===== config.mk =====
export PLATFORM = sky130hd
export DESIGN_NAME = pipe_ctrl
export DESIGN_NICKNAME = d
export VERILOG_FILES = /design/src/rtl/pipe_ctrl_pkg.sv /design/src/rtl/pipe_ctrl_sat_counter.sv /design/src/rtl/pipe_ctrl.sv
export SDC_FILE = /design/constraint.sdc
export NUM_CORES = 1
export LEC_CHECK = 0
export CAP_MARGIN = 20
export CORE_ASPECT_RATIO = 1.25
export CORE_MARGIN = 2
export CORE_UTILIZATION = 43
export CTS_CLUSTER_DIAMETER = 100
export DETAILED_ROUTE_END_ITERATION = 8
export GPL_TIMING_DRIVEN = 0
export PLACE_DENSITY = 0.77
export REMOVE_ABC_BUFFERS = 1
export SKIP_CTS_REPAIR_TIMING = 1
export SLEW_MARGIN = 20
export SYNTH_ARGS = -nofsm -noshare
export SYNTH_HDL_FRONTEND = slang
export SYNTH_HIERARCHICAL = 1
export SYNTH_SLANG_ARGS = --single-unit

===== constraint.sdc =====
create_clock -name clk -period 2.6 [get_ports clk]
set_input_delay 0.52 -clock clk [delete_from_list [all_inputs] [get_ports clk]]
set_output_delay 0.52 -clock clk [all_outputs]
set_load 0.05 [all_outputs]

===== src/rtl/pipe_ctrl_pkg.sv =====
// Shared types and constants for the pipeline controller: stall bus patterns,
// flush FSM state codes and the priority stall-merge function.
package pipe_ctrl_pkg;

    typedef logic [5:0] stall_bus_t;

    // Stall bus bit order: [0]PC [1]IF [2]ID [3]EX [4]MEM [5]WB.
    localparam stall_bus_t STALL_NONE = 6'b000000;
    localparam stall_bus_t STALL_IF   = 6'b000011;
    localparam stall_bus_t STALL_ID   = 6'b000111;
    localparam stall_bus_t STALL_EX   = 6'b001111;
    localparam stall_bus_t STALL_MEM  = 6'b011111;

    typedef enum logic {
        PC_IDLE     = 1'b0,
        PC_REDIRECT = 1'b1
    } pc_state_e;

    // The deepest requester wins; a stage stall also holds every stage upstream of it.
    function automatic stall_bus_t merge_stall(input logic r_if, input logic r_id,
                                               input logic r_ex, input logic r_mem);
        stall_bus_t s;
        if (r_mem)      s = STALL_MEM;
        else if (r_ex)  s = STALL_EX;
        else if (r_id)  s = STALL_ID;
        else if (r_if)  s = STALL_IF;
        else            s = STALL_NONE;
        return s;
    endfunction

endpackage


===== src/rtl/pipe_ctrl_sat_counter.sv =====
// Saturating up-counter for performance debug; freezes when rdy=0 and
// sticks at its all-ones value.
module sat_counter #(
    parameter int CNT_W = 32
) (
    input  logic             clk,
    input  logic             rst,
    input  logic             rdy,
    input  logic             inc,
    output logic [CNT_W-1:0] count
);

    always_ff @(posedge clk) begin
        if (rst) begin
            count <= '0;
        end else if (rdy && inc && (count != {CNT_W{1'b1}})) begin
            count <= count + 1'b1;
        end
    end

endmodule


===== src/rtl/pipe_ctrl.sv =====
// Central pipeline controller: merges stage stall requests, sequences EX
// mispredicts into a flush plus PC redirect to IF, and keeps perf counters.
module pipe_ctrl
    import pipe_ctrl_pkg::*;
#(
    parameter int ADDR_W = 32,
    parameter int CNT_W  = 32
) (
    input  logic              clk,
    input  logic              rst,
    input  logic              rdy,
    input  logic              req_if,
    input  logic              req_id,
    input  logic              req_ex,
    input  logic              req_mem,
    input  logic              ex_mispredict,
    input  logic [ADDR_W-1:0] ex_target,
    input  logic              redirect_ack,
    output logic [5:0]        stall,
    output logic              br,
    output logic              redirect_valid,
    output logic [ADDR_W-1:0] redirect_addr,
    output logic [CNT_W-1:0]  cnt_mispredict,
    output logic [CNT_W-1:0]  cnt_stall,
    output pc_state_e         fsm_state
);

    // Redirect handshake: redirect_valid/redirect_addr stay asserted and stable
    // until a cycle with redirect_ack=1 (and rdy=1); that cycle completes the transfer.

    pc_state_e state;
    logic      accept;

    always_comb begin
        stall  = merge_stall(req_if, req_id, req_ex, req_mem);
        // A mispredict under an EX stall is left for EX to re-present later.
        accept = (state == PC_IDLE) && ex_mispredict && !stall[3];
        br     = accept || (state == PC_REDIRECT);
    end

    always_ff @(posedge clk) begin
        if (rst) begin
            state          <= PC_IDLE;
            redirect_valid <= 1'b0;
            redirect_addr  <= '0;
        end else if (rdy) begin
            case (state)
                PC_IDLE: begin
                    if (accept) begin
                        redirect_addr  <= ex_target;
                        redirect_valid <= 1'b1;
                        state          <= PC_REDIRECT;
                    end
                end
                PC_REDIRECT: begin
                    // EX holds only squashed ops here, so ex_mispredict is ignored.
                    if (redirect_ack) begin
                        redirect_valid <= 1'b0;
                        state          <= PC_IDLE;
                    end
                end
                default: begin
                    redirect_valid <= 1'b0;
                    state          <= PC_IDLE;
                end
            endcase
        end
    end

    assign fsm_state = state;

    sat_counter #(.CNT_W(CNT_W)) u_cnt_mispredict (
        .clk   (clk),
        .rst   (rst),
        .rdy   (rdy),
        .inc   (accept),
        .count (cnt_mispredict)
    );

    sat_counter #(.CNT_W(CNT_W)) u_cnt_stall (
        .clk   (clk),
        .rst   (rst),
        .rdy   (rdy),
        .inc   (|stall),
        .count (cnt_stall)
    );

endmodule


==> results.md <==
* Status: finished, final reports clean
* Reg clk slew, reported paths at 0.07 ns
* Vias in the first global route at around 4400
* Final-report setup violation count at 0
* Cell count after synthesis at 567
* Ports at 146
* Gpl congestion at 0.870
* Diodes inserted at 0
* Worst hold path class: reg -> reg
* Via count at 4890
* Most used cell, CP: or3_4
* Share of the synthesized area in the top cell type at 0.404
* Clk network pwr share at 0.459
* YS warnings at 6
* Post-synth EDFFs at 0
* Most frequent cell after synthesis: dfxtp_1
* Ratio of cells with drive above 1 in the final layout at 0.0910
* CTS root buf: clkbuf_16
* CTS Sinks at between 90 and 100
* Min-Delay Startpoint: redirect_addr[19]
* Final Instance Area at between 0.006 and 0.007 mm²
* CP Launch Point: fsm_state
* Slew HR at 0.542
* Starting density of the core at 0.440
* # rows at 43
* GRT Overall Usage at 0.209
* Dpl ws at -1.02 ns
* LEAKAGE at 0.00222 µW
* Synth top area cells: dfxtp_1, nand4b_1, o21ai_0
* Area of the die at approximately 0.012 mm²
* Critical R2R Launch: fsm_state
* Fin. Hold Viols at 0
* Slew Viols, Final at 0
* Least-Margin Pin Slew at 0.684 ns
* Worst Skew at 0.00696 ns
* Top delay family on crit path: simple AND/OR/NAND/NOR gates
* Final WS setup at around 0.036 ns
* Placed Instance Area at 0.00633 mm²
* Total wire length at 13200 µm
* Chip height at 123 µm
* H-tree Lvls at 3
* Fill count at 969
* Max clock buf depth at 2
* Netlist cell types at 48
* Area growth syn-to-layout at 40.8%
* Synthesized cell area at 0.00485 mm²
* Synth Area per Inst at ~8.6 µm²
* Antenna Nets Post-Route at 0
* CP Cell Sequence: nor4b_4, buf_6, nand3_4, or3_4, or4b_4, or3_4, a21oi_2
* I/O Buffers at 144
* Clk_lat worst skew at 0.35 ns
* Peak VDD IR at 243 µV
* Die W at 99.0 µm
* Critical path required time at 2.88 ns
* Max Cap Violations at 0
* Slowest stage delay, CP at 0.59 ns
* Hpwl dp at between 9000 and 10000 µm
* Net Sw Frac at 0.228
* CTS Buf Count at 9
* Logic pwr share at 0.084
* Sequential fraction of the synthesis area at 0.404
* WP data arrival at between 2 and 3 ns
* WS Path Type: reg -> reg
* Synth async-reset ratio at 0
* Vias per std cell at 5.76
* Nets at between 700 and 800
* Crit-path slowest cell: or4b_4
* CTS tree: done
* Drt pass-1 iters at 7
* Initial antenna violation count at 0
* Drt drc at 0
* Tmin final at between 2 and 3 ns
* Setup crit end kind: flip-flop
* GRT overflow at 0
* Commonest cells post-synth: dfxtp_1, o21ai_0, a21oi_1, nand2_1
* Sequential Power Share at 0.457
* Worst Path Buf+Inv at 1
* Initial DRC count at 276
* Largest net degree at the start of global routing at 76
* Crit Path Max Fanout at 8
* Area of the core at between 0.01 and 0.015 mm²
* Total power at 3340 µW
* Cell internal pwr at 2580 µW
* First-pass GRT wire length at approximately 21000 µm
* PD cells at 488 mW/mm²
* Startpoint type of the worst setup path: flip-flop
* Max Fclk at 390 MHz
* Fin crit share at 0.986
* Yosys top cell by area: dfxtp_1
* Yosys reg bits at 98
* Switching power at 760 µW
* Main synth FF type: dfxtp_1
* RSZ-0062 raised after global routing: true
* DR WL/cell at 15.6 µm
==> area by class of cell <==
class / count / area, µm² / area share
Clock inverter: 7 / 116 / 0.0170
Clock buffer: 9 / 225 / 0.0329
Timing Repair Buffer: 163 / 1620 / 0.237
Sequential cell: 98 / 1970 / 0.288
Inverter: 13 / 48.8 / 0.00714
Tap cell: 135 / 169 / 0.0247
Multi-Input combinational cell: 424 / 2690 / 0.394
==> cells in the final DEF, fill, tap and decap left out, types with 3 or more instances in the layout <==
cell type	count
o211ai_1	6
inv_1	13
and4_1	4
o31ai_1	14
xor2_1	8
nand4_1	10
mux2_2	4
dlymetal6s2s_1	5
or3_1	26
dfxtp_1	97
nand4b_1	34
nor2b_1	12
a21oi_1	41
o21ai_0	53
nor2_1	33
nor4_1	6
nand4_2	6
buf_6	3
buf_4	15
mux2_1	4
bufinv_16	3
xnor2_1	4
clkbuf_16	9
nand3_1	16
o21ai_1	11
nand2_1	37
clkdlybuf4s50_1	137
and2_1	3
or3_4	3
or4_1	10
nor3_1	10
nand2b_1	34
==> layer usage <==
layer | share of wire | GRT usage | routed length, µm
met1 | 0.42 | 0.264 | 5500
met2 | 0.50 | 0.346 | 6590
met3 | 0.073 | 0.0615 | 962
met4 | 0.012 | 0.0659 | 158
met5 | 0 | 0 | 0
==> tightest hold or removal path: stages (launching register included) <==
cell and delay, ns:
dfxtp_1 0.31, nand2b_1 0.07, o21ai_1 0.05
==> final timing paths <==
check / slack [ns] / endpoint / cells after the start
max reg2reg: 0.04 / u_cnt_mispredict/count[22] / 7
min: 0.47 / redirect_addr[19] / 2
max: 0.04 / u_cnt_mispredict/count[22] / 7
min reg2reg: 0.47 / redirect_addr[19] / 2
==> kinds of logic (layout without fill, tap and decap cells) <==
logic type	Yosys count	after routing	share of synthesized area
flip-flops	98	98	0.404
other	1	1	0.000773
XOR/XNOR	12	12	0.0217
adder cells (fa/ha/maj)	2	2	0.00516
AND/OR/NAND/NOR	265	265	0.343
buffers and inverters	45	192	0.0485
AO/OA/AOI/OAI	136	136	0.158
multiplexers	8	8	0.0186
==> power by group through the flow <==
stage               registers (µW)  clock network, µW  logic, µW
floorplan                     1610                  0       62.8
global placement              1560                  0        266
detailed placement            1560                  0        272
CTS                           1530               1560        273
global route                  1530               1620        301
finish                        1530               1530        282
==> per-stage QoR <==
step	instances	hold WS (ns)	setup TNS, ns	util
final	849	0.467	0	0.620
after global routing	849	0.491	-0.166	0.620
after CTS	834	0.473	-16.92	0.605
after detailed placement	818	0.454	-42.66	0.574
after global placement	814	0.452	-160.52	0.569
after floorplan	535	0.589	-8.80	-
==> sequential cells by signal, summed over array words and instances (netlist names) <==
| name | cells |
|---|---|
| redirect_valid | 1 |
| u_cnt_stall/count | 32 |
| fsm_state | 1 |
| redirect_addr | 32 |
| u_cnt_mispredict/count | 32 |
Power figures use the tool's default switching activity.
